--- src/rtl/filter_pkg.sv ---
// Shared types and tap geometry for the Filter-GPU frame sequencer.
package filter_pkg;

   typedef enum logic [2:0] {IDLE, FETCH, DRAIN, MAC, WAIT, WRITE, NEXT, DONE} seq_state_t;
   typedef enum logic [1:0] {SEL_ID, SEL_K1, SEL_K2, SEL_K3} kernel_sel_t;

   // Row-major 3x3 neighbourhood offsets, tap 0 = (-1,-1)
   localparam int TAP_DX [9] = '{-1, 0, 1, -1, 0, 1, -1, 0, 1};
   localparam int TAP_DY [9] = '{-1, -1, -1, 0, 0, 0, 1, 1, 1};
   localparam int CENTRE_TAP = 4;
   localparam int LAST_TAP   = 8;

endpackage

--- src/rtl/filter_addr_gen.sv ---
// Source address for one neighbourhood tap of pixel (x,y), edge-replicated at the borders.
module filter_addr_gen
   import filter_pkg::*;
#(
   parameter int IMG_W  = 100,
   parameter int IMG_H  = 100,
   parameter int ADDR_W = 14
) (
   input  logic [ADDR_W-1:0] x,
   input  logic [ADDR_W-1:0] y,
   input  logic [3:0]        tap,
   output logic [ADDR_W-1:0] addr
);

   logic [3:0] ti;
   int         cx;
   int         cy;

   always_comb begin
      ti = (tap > 4'(LAST_TAP)) ? 4'(CENTRE_TAP) : tap;
      cx = int'(x) + TAP_DX[ti];
      cy = int'(y) + TAP_DY[ti];
      if (cx < 0)              cx = 0;
      else if (cx > IMG_W - 1) cx = IMG_W - 1;
      if (cy < 0)              cy = 0;
      else if (cy > IMG_H - 1) cy = IMG_H - 1;
      addr = ADDR_W'(cy * IMG_W + cx);
   end

endmodule

--- src/rtl/filter_sequencer.sv ---
// Frame-level controller: per pixel fetches the 3x3 taps, runs the MAC handshake, writes the result.
module filter_sequencer
   import filter_pkg::*;
#(
   parameter int IMG_W  = 100,
   parameter int IMG_H  = 100,
   parameter int ADDR_W = 14
) (
   input  logic              clk,
   input  logic              reset,
   input  logic              kernel1,
   input  logic              kernel2,
   input  logic              kernel3,
   input  logic              identity,
   output logic              rd_en,
   output logic [ADDR_W-1:0] rd_addr,
   output logic              tap_valid,
   output logic [3:0]        tap_idx,
   output logic [1:0]        kernel_sel,
   output logic              mac_start,
   input  logic              mac_done,
   output logic              wr_en,
   output logic [ADDR_W-1:0] wr_addr,
   output logic              busy,
   output logic              frame_done
);

   seq_state_t        state, next_state;
   kernel_sel_t       sel_q, pending_sel, req_sel, start_sel;
   logic [3:0]        sel_prev, rise;
   logic              req, pending, start_frame, last_px;
   logic [3:0]        tap;
   logic [ADDR_W-1:0] x, y, gen_addr;

   filter_addr_gen #(.IMG_W(IMG_W), .IMG_H(IMG_H), .ADDR_W(ADDR_W)) u_addr_gen (
      .x    (x),
      .y    (y),
      .tap  (tap),
      .addr (gen_addr)
   );

   assign rise    = {kernel1, kernel2, kernel3, identity} & ~sel_prev;
   assign req     = |rise;
   assign req_sel = rise[3] ? SEL_K1 : rise[2] ? SEL_K2 : rise[1] ? SEL_K3 : SEL_ID;
   assign last_px = (x == ADDR_W'(IMG_W - 1)) && (y == ADDR_W'(IMG_H - 1));

   always_comb begin
      next_state  = state;
      start_frame = 1'b0;
      start_sel   = req_sel;
      rd_en       = 1'b0;
      mac_start   = 1'b0;
      wr_en       = 1'b0;
      frame_done  = 1'b0;
      case (state)
         IDLE:  if (req) begin
                   start_frame = 1'b1;
                   next_state  = FETCH;
                end
         FETCH: begin
                   rd_en = 1'b1;
                   if (tap == 4'(LAST_TAP) || sel_q == SEL_ID) next_state = DRAIN;
                end
         DRAIN: next_state = (sel_q == SEL_ID) ? WRITE : MAC;
         MAC:   begin
                   mac_start  = 1'b1;
                   next_state = WAIT;
                end
         WAIT:  if (mac_done) next_state = WRITE;
         WRITE: begin
                   wr_en      = 1'b1;
                   next_state = last_px ? DONE : NEXT;
                end
         NEXT:  next_state = FETCH;
         DONE:  begin
                   frame_done = 1'b1;
                   // A request arriving in DONE itself is newer than anything pending
                   if (req || pending) begin
                      start_frame = 1'b1;
                      start_sel   = req ? req_sel : pending_sel;
                      next_state  = FETCH;
                   end else begin
                      next_state = IDLE;
                   end
                end
         default: next_state = IDLE;
      endcase
   end

   assign busy       = (state != IDLE) && (state != DONE);
   assign kernel_sel = sel_q;
   assign rd_addr    = rd_en ? gen_addr : '0;
   assign wr_addr    = wr_en ? ADDR_W'(int'(y) * IMG_W + int'(x)) : '0;

   always_ff @(posedge clk or negedge reset) begin
      if (!reset) begin
         state       <= IDLE;
         sel_prev    <= '0;
         sel_q       <= SEL_ID;
         pending     <= 1'b0;
         pending_sel <= SEL_ID;
         tap         <= '0;
         x           <= '0;
         y           <= '0;
         tap_valid   <= 1'b0;
         tap_idx     <= '0;
      end else begin
         state     <= next_state;
         sel_prev  <= {kernel1, kernel2, kernel3, identity};
         tap_valid <= rd_en;
         tap_idx   <= rd_en ? tap : '0;

         if (start_frame) begin
            pending <= 1'b0;
         end else if (req) begin
            pending     <= 1'b1;
            pending_sel <= req_sel;
         end

         if (start_frame) begin
            sel_q <= start_sel;
            tap   <= (start_sel == SEL_ID) ? 4'(CENTRE_TAP) : '0;
            x     <= '0;
            y     <= '0;
         end else if (state == FETCH && next_state == FETCH) begin
            tap <= tap + 4'd1;
         end else if (state == NEXT) begin
            tap <= (sel_q == SEL_ID) ? 4'(CENTRE_TAP) : '0;
            if (x == ADDR_W'(IMG_W - 1)) begin
               x <= '0;
               y <= y + ADDR_W'(1);
            end else begin
               x <= x + ADDR_W'(1);
            end
         end else if (state == DONE) begin
            x <= '0;
            y <= '0;
         end
      end
   end

endmodule

--- config.mk ---
export PLATFORM = sky130hd
export DESIGN_NAME = filter_sequencer
export DESIGN_NICKNAME = d
export VERILOG_FILES = /design/src/rtl/filter_pkg.sv /design/src/rtl/filter_addr_gen.sv /design/src/rtl/filter_sequencer.sv
export SDC_FILE = /design/constraint.sdc
export NUM_CORES = 1
export LEC_CHECK = 0
export CAP_MARGIN = 25
export CORE_MARGIN = 2
export CORE_UTILIZATION = 50
export DETAILED_ROUTE_END_ITERATION = 12
export MAX_ROUTING_LAYER = met4
export PLACE_DENSITY = 0.7
export SLEW_MARGIN = 30
export SYNTH_ARGS = -nofsm -noshare
export SYNTH_HDL_FRONTEND = slang
export SYNTH_SLANG_ARGS = --single-unit
export TNS_END_PERCENT = 1
--- constraint.sdc ---
create_clock -name clk -period 11 [get_ports clk]
set_input_delay 1.1 -clock clk [delete_from_list [all_inputs] [get_ports clk]]
set_output_delay 1.1 -clock clk [all_outputs]
set_load 0.005 [all_outputs]
==> out/qor.txt, run 1 <==
DR iter-0 viols: 421
MaxCap Viol Count: 0
number of synthesized register bits: 49
share of cells above drive strength 1: 4.17%
Buf/Inv on CP: 5
n_diodes: 0
clk root buf: clkbuf_16
dominant cell type by area after synthesis: dfrtp_1
GP Congestion: 0.955
Synth Area in Adders: 23.4%
Final setup violation count: 0
hold slack: 0.530 ns
fillers: 1176
Synth Area in XOR/XNOR: 9.53%
fin crit period: 10.13 ns
DRC viols: 0
Fin Clk Skew: 0.00366 ns
Detailed Place HPWL: 12800 um
status: completed
full die area: 14000 um^2
largest family of logic cells by synthesized area: adder cells
critical path's most frequent cell: ha_1
dominant cells by area after synthesis: dfrtp_1 (19%), ha_1 (18%), xnor2_1 (6.5%)
die height: 118 um
# H-tree levels: 2
CTS sink cnt: 49
post-cts hold buffer count: 0
Tot Pwr: 0.384 mW
period utilization: 92.1%
Overflow after GRT: 0
Slew Limit Fails: 0
pwr dens: 52.8 nW/um^2
Worst slew margin: 41.1%
P&R area growth vs syn: 11.5%
Clock Latency Late Sink: 0.29 ns
Post-Synthesis Cell Area: 6510 um^2
count leader, synth: ha_1
critical path required time: 9.90 ns
Max Clk Rate: 98.7 MHz
Critical-path top delay cell: nor4_1
total global-route track usage: 24.1%
largest net degree at the start of global routing: 50
simple-gate area share of the yosys netlist: 22.7%
clk buf depth: 2
worst min-delay path category: reg -> reg
routed via count: 5987
Non-Filler Instances: 1012
Core ar.: 12700 um^2
CP peak stage delay: 0.59 ns
I/O pins: 47
vias in the first global route: 5751
CP Capture Type: primary output
Slew @ Worst Pin: 0.873 ns
share of the synthesized area in the top cell type: 18.8%
Critical Path Source Type: register
RSZ-0062 raised after global routing: false
setup TNS: 0 ns
final core occ: 57.3%
die width: 118 um
compound-gate portion of the synthesized area: 18.0%
mux cell area share after synthesis: 1.48%
Post-synth top cells: ha_1 (96), nor2_1 (93), inv_1 (68)
Reg clk slew, reported paths: 0.07 ns
crit-path max FO: 18
DR WL/cell: 16.3 um
Max VDD drop: 0.0499 mV
Post-CTS Setup Inserts: 0
DR vias/cell: 5.92
EDFF count, synth: 0
Most used DFF post-synth: dfrtp_1
CTS resizes: 0
CTS tree: done
Port Buf Inserts: 46
worst path arrival time: 9.03 ns
Netlist cell types: 74
remaining antenna violation count after routing: 0
clock buffer count from CTS: 5
sequential fraction of the synthesis area: 18.8%
first-pass GRT wire length: 27500 um
site row count: 41
post-layout net count: 958
dpl cells: 1004
DR pass1 iterations: 7
routed wire length: 16500 um
CP top delay family: simple AND/OR/NAND/NOR gates
Initial Utilization: 51.4%
syn_area_per_cell: 8.11 um^2
Post-Syn Instances: 803
Ys Warns: 0
asr flop ratio synth: 100%
antenna violations before repair: 0
leakage power: 3.34 nW
classification of the worst setup path: reg -> out
Final Hold Viols: 0
==> routing by layer <==
layer  track usage (%)  share of wire [%]  vias up
met1              32.5                 47     2867
met3              2.47                3.8       22
met2              39.1                 47      152
met4              5.57                1.6        0
met5                 -                  0        -
li1                  -                  -     2946
==> registers in the layout, summed over array words and instances, names as in the netlist <==
signal       cells
state            3
kernel_sel       2
sel_prev         4
x               14
pending_sel      2
tap_valid        1
y               14
pending          1
tap              4
tap_idx          4
==> cell families after synthesis <==
kind of cell / count (synthesis)
adders and majority gates: 112
and+or+nand+nor: 289
DFF: 49
xor gates and xnor gates: 70
buffers and inverters: 98
AOI/OAI and AO/OA: 175
muxes: 9
other: 1
==> layout by cell type, fill, tap and decap left out, types with 5 or more instances in the layout <==
cell / n
a21o_1: 13
fa_1: 16
conb_1: 11
nor2b_1: 10
nor2_1: 93
dfrtp_1: 49
a31oi_1: 8
and3_1: 14
xor2_1: 21
or2_2: 6
or3_1: 12
nand2_1: 44
mux2_2: 5
inv_1: 68
and2_1: 9
xnor2_1: 48
nand2b_1: 6
o21ai_0: 39
clkdlybuf4s50_1: 45
nand3_1: 21
nor3_1: 22
ha_1: 96
o31a_1: 5
a21oi_1: 46
nand4_1: 15
o31ai_1: 7
clkbuf_16: 5
nor4_1: 16
==> report_power, final <==
| part | total (mW) | switching, mW | internal [mW] |
|---|---|---|---|
| logic | 0.0364 | 0.0206 | 0.0158 |
| clock network | 0.165 | 0.0729 | 0.0919 |
| registers | 0.182 | 0.000691 | 0.182 |
| total | 0.384 | 0.0942 | 0.289 |
==> stage by stage <==
stage               area (um^2)  worst slack, ns
floorplan                  6550             2.40
global placement           7100             1.64
detailed placement         7110             1.27
CTS                        7260            0.911
global route               7260            0.111
finish                     7260            0.870
==> cell type report <==
type                            instances  area (um^2)  area share, %
Inverter                               68          255           3.51
Sequential cell                        49         1230           16.9
Clock inverter                          2         17.5          0.241
Multi-Input combinational cell        666         4930           67.9
Tap cell                              172          215           2.96
Clock buffer                            6          139           1.91
Timing Repair Buffer                   49          480           6.62
==> tightest hold or removal path, stage by stage (launching register included) <==
cell and delay, ns:
dfrtp_1 0.34, o21ai_0 0.08, o21ai_0 0.07
==> final timing paths <==
path | startpoint | to | slack (ns) | depth (start not counted)
max | tap[0] | rd_addr[13] | 0.87 | 36
min | pending_sel[1] | pending_sel[1] | 0.53 | 2
max reg2reg | sel_prev[3] | tap[0] | 7.84 | 7
min reg2reg | pending_sel[1] | pending_sel[1] | 0.53 | 2
max in group asynchronous | reset | x[12] | 9.76 | 1
min in group asynchronous | reset | sel_prev[1] | 0.83 | 1
No activity file was read; power rests on OpenSTA's default activity.
==> run 2, diff against run 1 <==
- DONT_BUFFER_PORTS: default -> 1
- PLACE_DENSITY: 0.7 -> 0.65
- REMOVE_ABC_BUFFERS: default -> 1
==> run 2 against run 1 <==
  * Setup slack improved by 0.32 ns
  * Fmax grew 3.3%
  * Clock power hardly changed
  * Count of clock-buffer cells in the layout shrank 1
  * Core utilization is 3.7 points lower
  * Flip-flop and latch count did not move
==> out/qor.txt, run 2 (synthesized netlist as in run 1, its figures left out) <==
status: completed
most frequent cells in the layout: ha_1 (96), nor2_1 (92), inv_1 (68), dfrtp_1 (49), xnor2_1 (48)
classification of the worst setup path: reg -> out
MaxCap Viol Count: 0 (unchanged)
global route hottest layer: met2
Final setup violation count: 0 (unchanged)
vias in the first global route: 5631 (-2.1%)
fillers: 1254 (+6.6%)
antenna violations before repair: 0 (unchanged)
worst path arrival time: 8.71 ns (-0.32 ns)
Top Registers: x: 14 flops, y: 14 flops
CTS resizes: 0 (unchanged)
Overflow after GRT: 0 (unchanged)
DR WL/cell: 17.1 um (+5.3%)
first-pass GRT wire length: 27200 um (-1.4%)
Initial Utilization: 51.4% (unchanged)
Critical Path Source Type: register
Max Clk Rate: 102 MHz (+3.3%)
Worst slew margin: 46.6% (+5.5 points)
CTS tree: done
period utilization: 89.1% (-2.9 points)
I/O pins: 47 (unchanged)
Core ar.: 12700 um^2 (unchanged)
routed via count: 5849 (-2.3%)
met2 Track Usage GR: 40.8% (+1.7 points)
leakage power: 3.16 nW (-5.3%)
share of cells above drive strength 1: 4.29% (+0.12 points)
Detailed Place HPWL: 12900 um (+0.93%)
GR Layer Usage met1: 30.4% (-2.0 points)
Buf/Inv on CP: 2 (-3)
critical path required time: 9.90 ns (about the same)
site row count: 41 (unchanged)
fin crit period: 9.81 ns (-0.324 ns)
DR vias/cell: 6.06 (+2.5%)
Clock Latency Late Sink: 0.30 ns (about the same)
critical path's most frequent cell: ha_1
CTS sink cnt: 49 (unchanged)
M3 GR Usage: 3.25% (+0.78 points)
remaining antenna violation count after routing: 0 (unchanged)
CP top delay family: simple AND/OR/NAND/NOR gates
n_diodes: 0 (unchanged)
pwr dens: 55.7 nW/um^2 (+5.5%)
total global-route track usage: 24.3% (+0.16 points)
post-cts hold buffer count: 0 (unchanged)
worst min-delay path category: in -> async
Post-CTS Setup Inserts: 0 (unchanged)
full die area: 14000 um^2 (unchanged)
routed wire length: 16500 um (+0.42%)
DR pass1 iterations: 5 (-2)
Port Buf Inserts: 0 (-100%)
register area: 1230 um^2 (unchanged)
GP Congestion: 0.929 (-2.7%)
setup TNS: 0 ns (unchanged)
die height: 118 um (unchanged)
Slew Limit Fails: 0 (unchanged)
CP peak stage delay: 0.64 ns (+0.05 ns)
clock buffer count from CTS: 5 (unchanged)
largest net degree at the start of global routing: 50 (unchanged)
Non-Filler Instances: 965 (-4.6%)
# H-tree levels: 2 (unchanged)
die width: 118 um (unchanged)
RSZ-0062 raised after global routing: false
dpl cells: 957 (-4.7%)
CP Capture Type: primary output
crit-path max FO: 18 (unchanged)
Critical-path top delay cell: nor4_1
Fin Clk Skew: 0.00573 ns (+0.00207 ns)
clk root buf: clkbuf_16
Slew @ Worst Pin: 0.801 ns (-0.0718 ns)
P&R area growth vs syn: 4.32%
commonest non-fill, non-tap cell in the layout: ha_1
area of the multi-input gates: 4930 um^2 (about the same)
DR iter-0 viols: 430 (+2.1%)
Max VDD drop: 0.0470 mV (-5.8%)
DRC viols: 0 (unchanged)
clk buf depth: 2 (unchanged)
post-layout net count: 911 (-4.9%)
Reg clk slew, reported paths: 0.08 ns (about the same)
Final Hold Viols: 0 (unchanged)
[run 2: area by class of cell]
cell class | count | area share, %
multi-input cells | 666 | 72.6
inverters | 68 | 3.76
well taps | 172 | 3.17
clock buffers | 5 | 1.84
flip-flops and latches | 49 | 18.0
repair buffers | 2 | 0.221
clock inverters | 3 | 0.387
[run 2: worst paths after layout]
check                      cells after the start      startpoint  slack (ns)             end
hold / removal                                 0           reset        0.49         pending
min in group clk                               2  pending_sel[0]        0.55  pending_sel[0]
max in group asynchronous                      0           reset       10.42           x[12]
setup reg to reg                               6        state[2]        8.08          tap[0]
setup / recovery                              32          tap[1]        1.19     rd_addr[13]
hold reg to reg                                2  pending_sel[0]        0.55  pending_sel[0]
[run 2: where the power goes]
part / leakage [nW] / internal, mW / total [mW] / switching [mW]
clock: 0.0680 / 0.0862 / 0.165 / 0.0793
sequential: 0.580 / 0.182 / 0.182 / 0.000720
combinational: 2.52 / 0.0139 / 0.0306 / 0.0167
[run 2: layer usage]
metal	wire, um	vias to the layer above	share of wire [%]
li1	-	2839	-
met1	7410	2823	45
met2	7980	170	48
met3	866	17	5.2
met4	281	0	1.7
met5	0	-	0
[run 2: metrics by stage]
step	hold WS (ns)	worst slack, ns	instance area (um^2)	total power [mW]	utilization, %
after floorplan	0.474	2.61	6410	0.211	-
after global placement	0.493	2.00	6640	0.214	52.4
after detailed placement	0.532	1.69	6640	0.215	52.4
after CTS	0.487	1.34	6790	0.379	53.6
after global routing	0.477	0.484	6790	0.393	53.6
final	0.489	1.19	6790	0.378	53.6
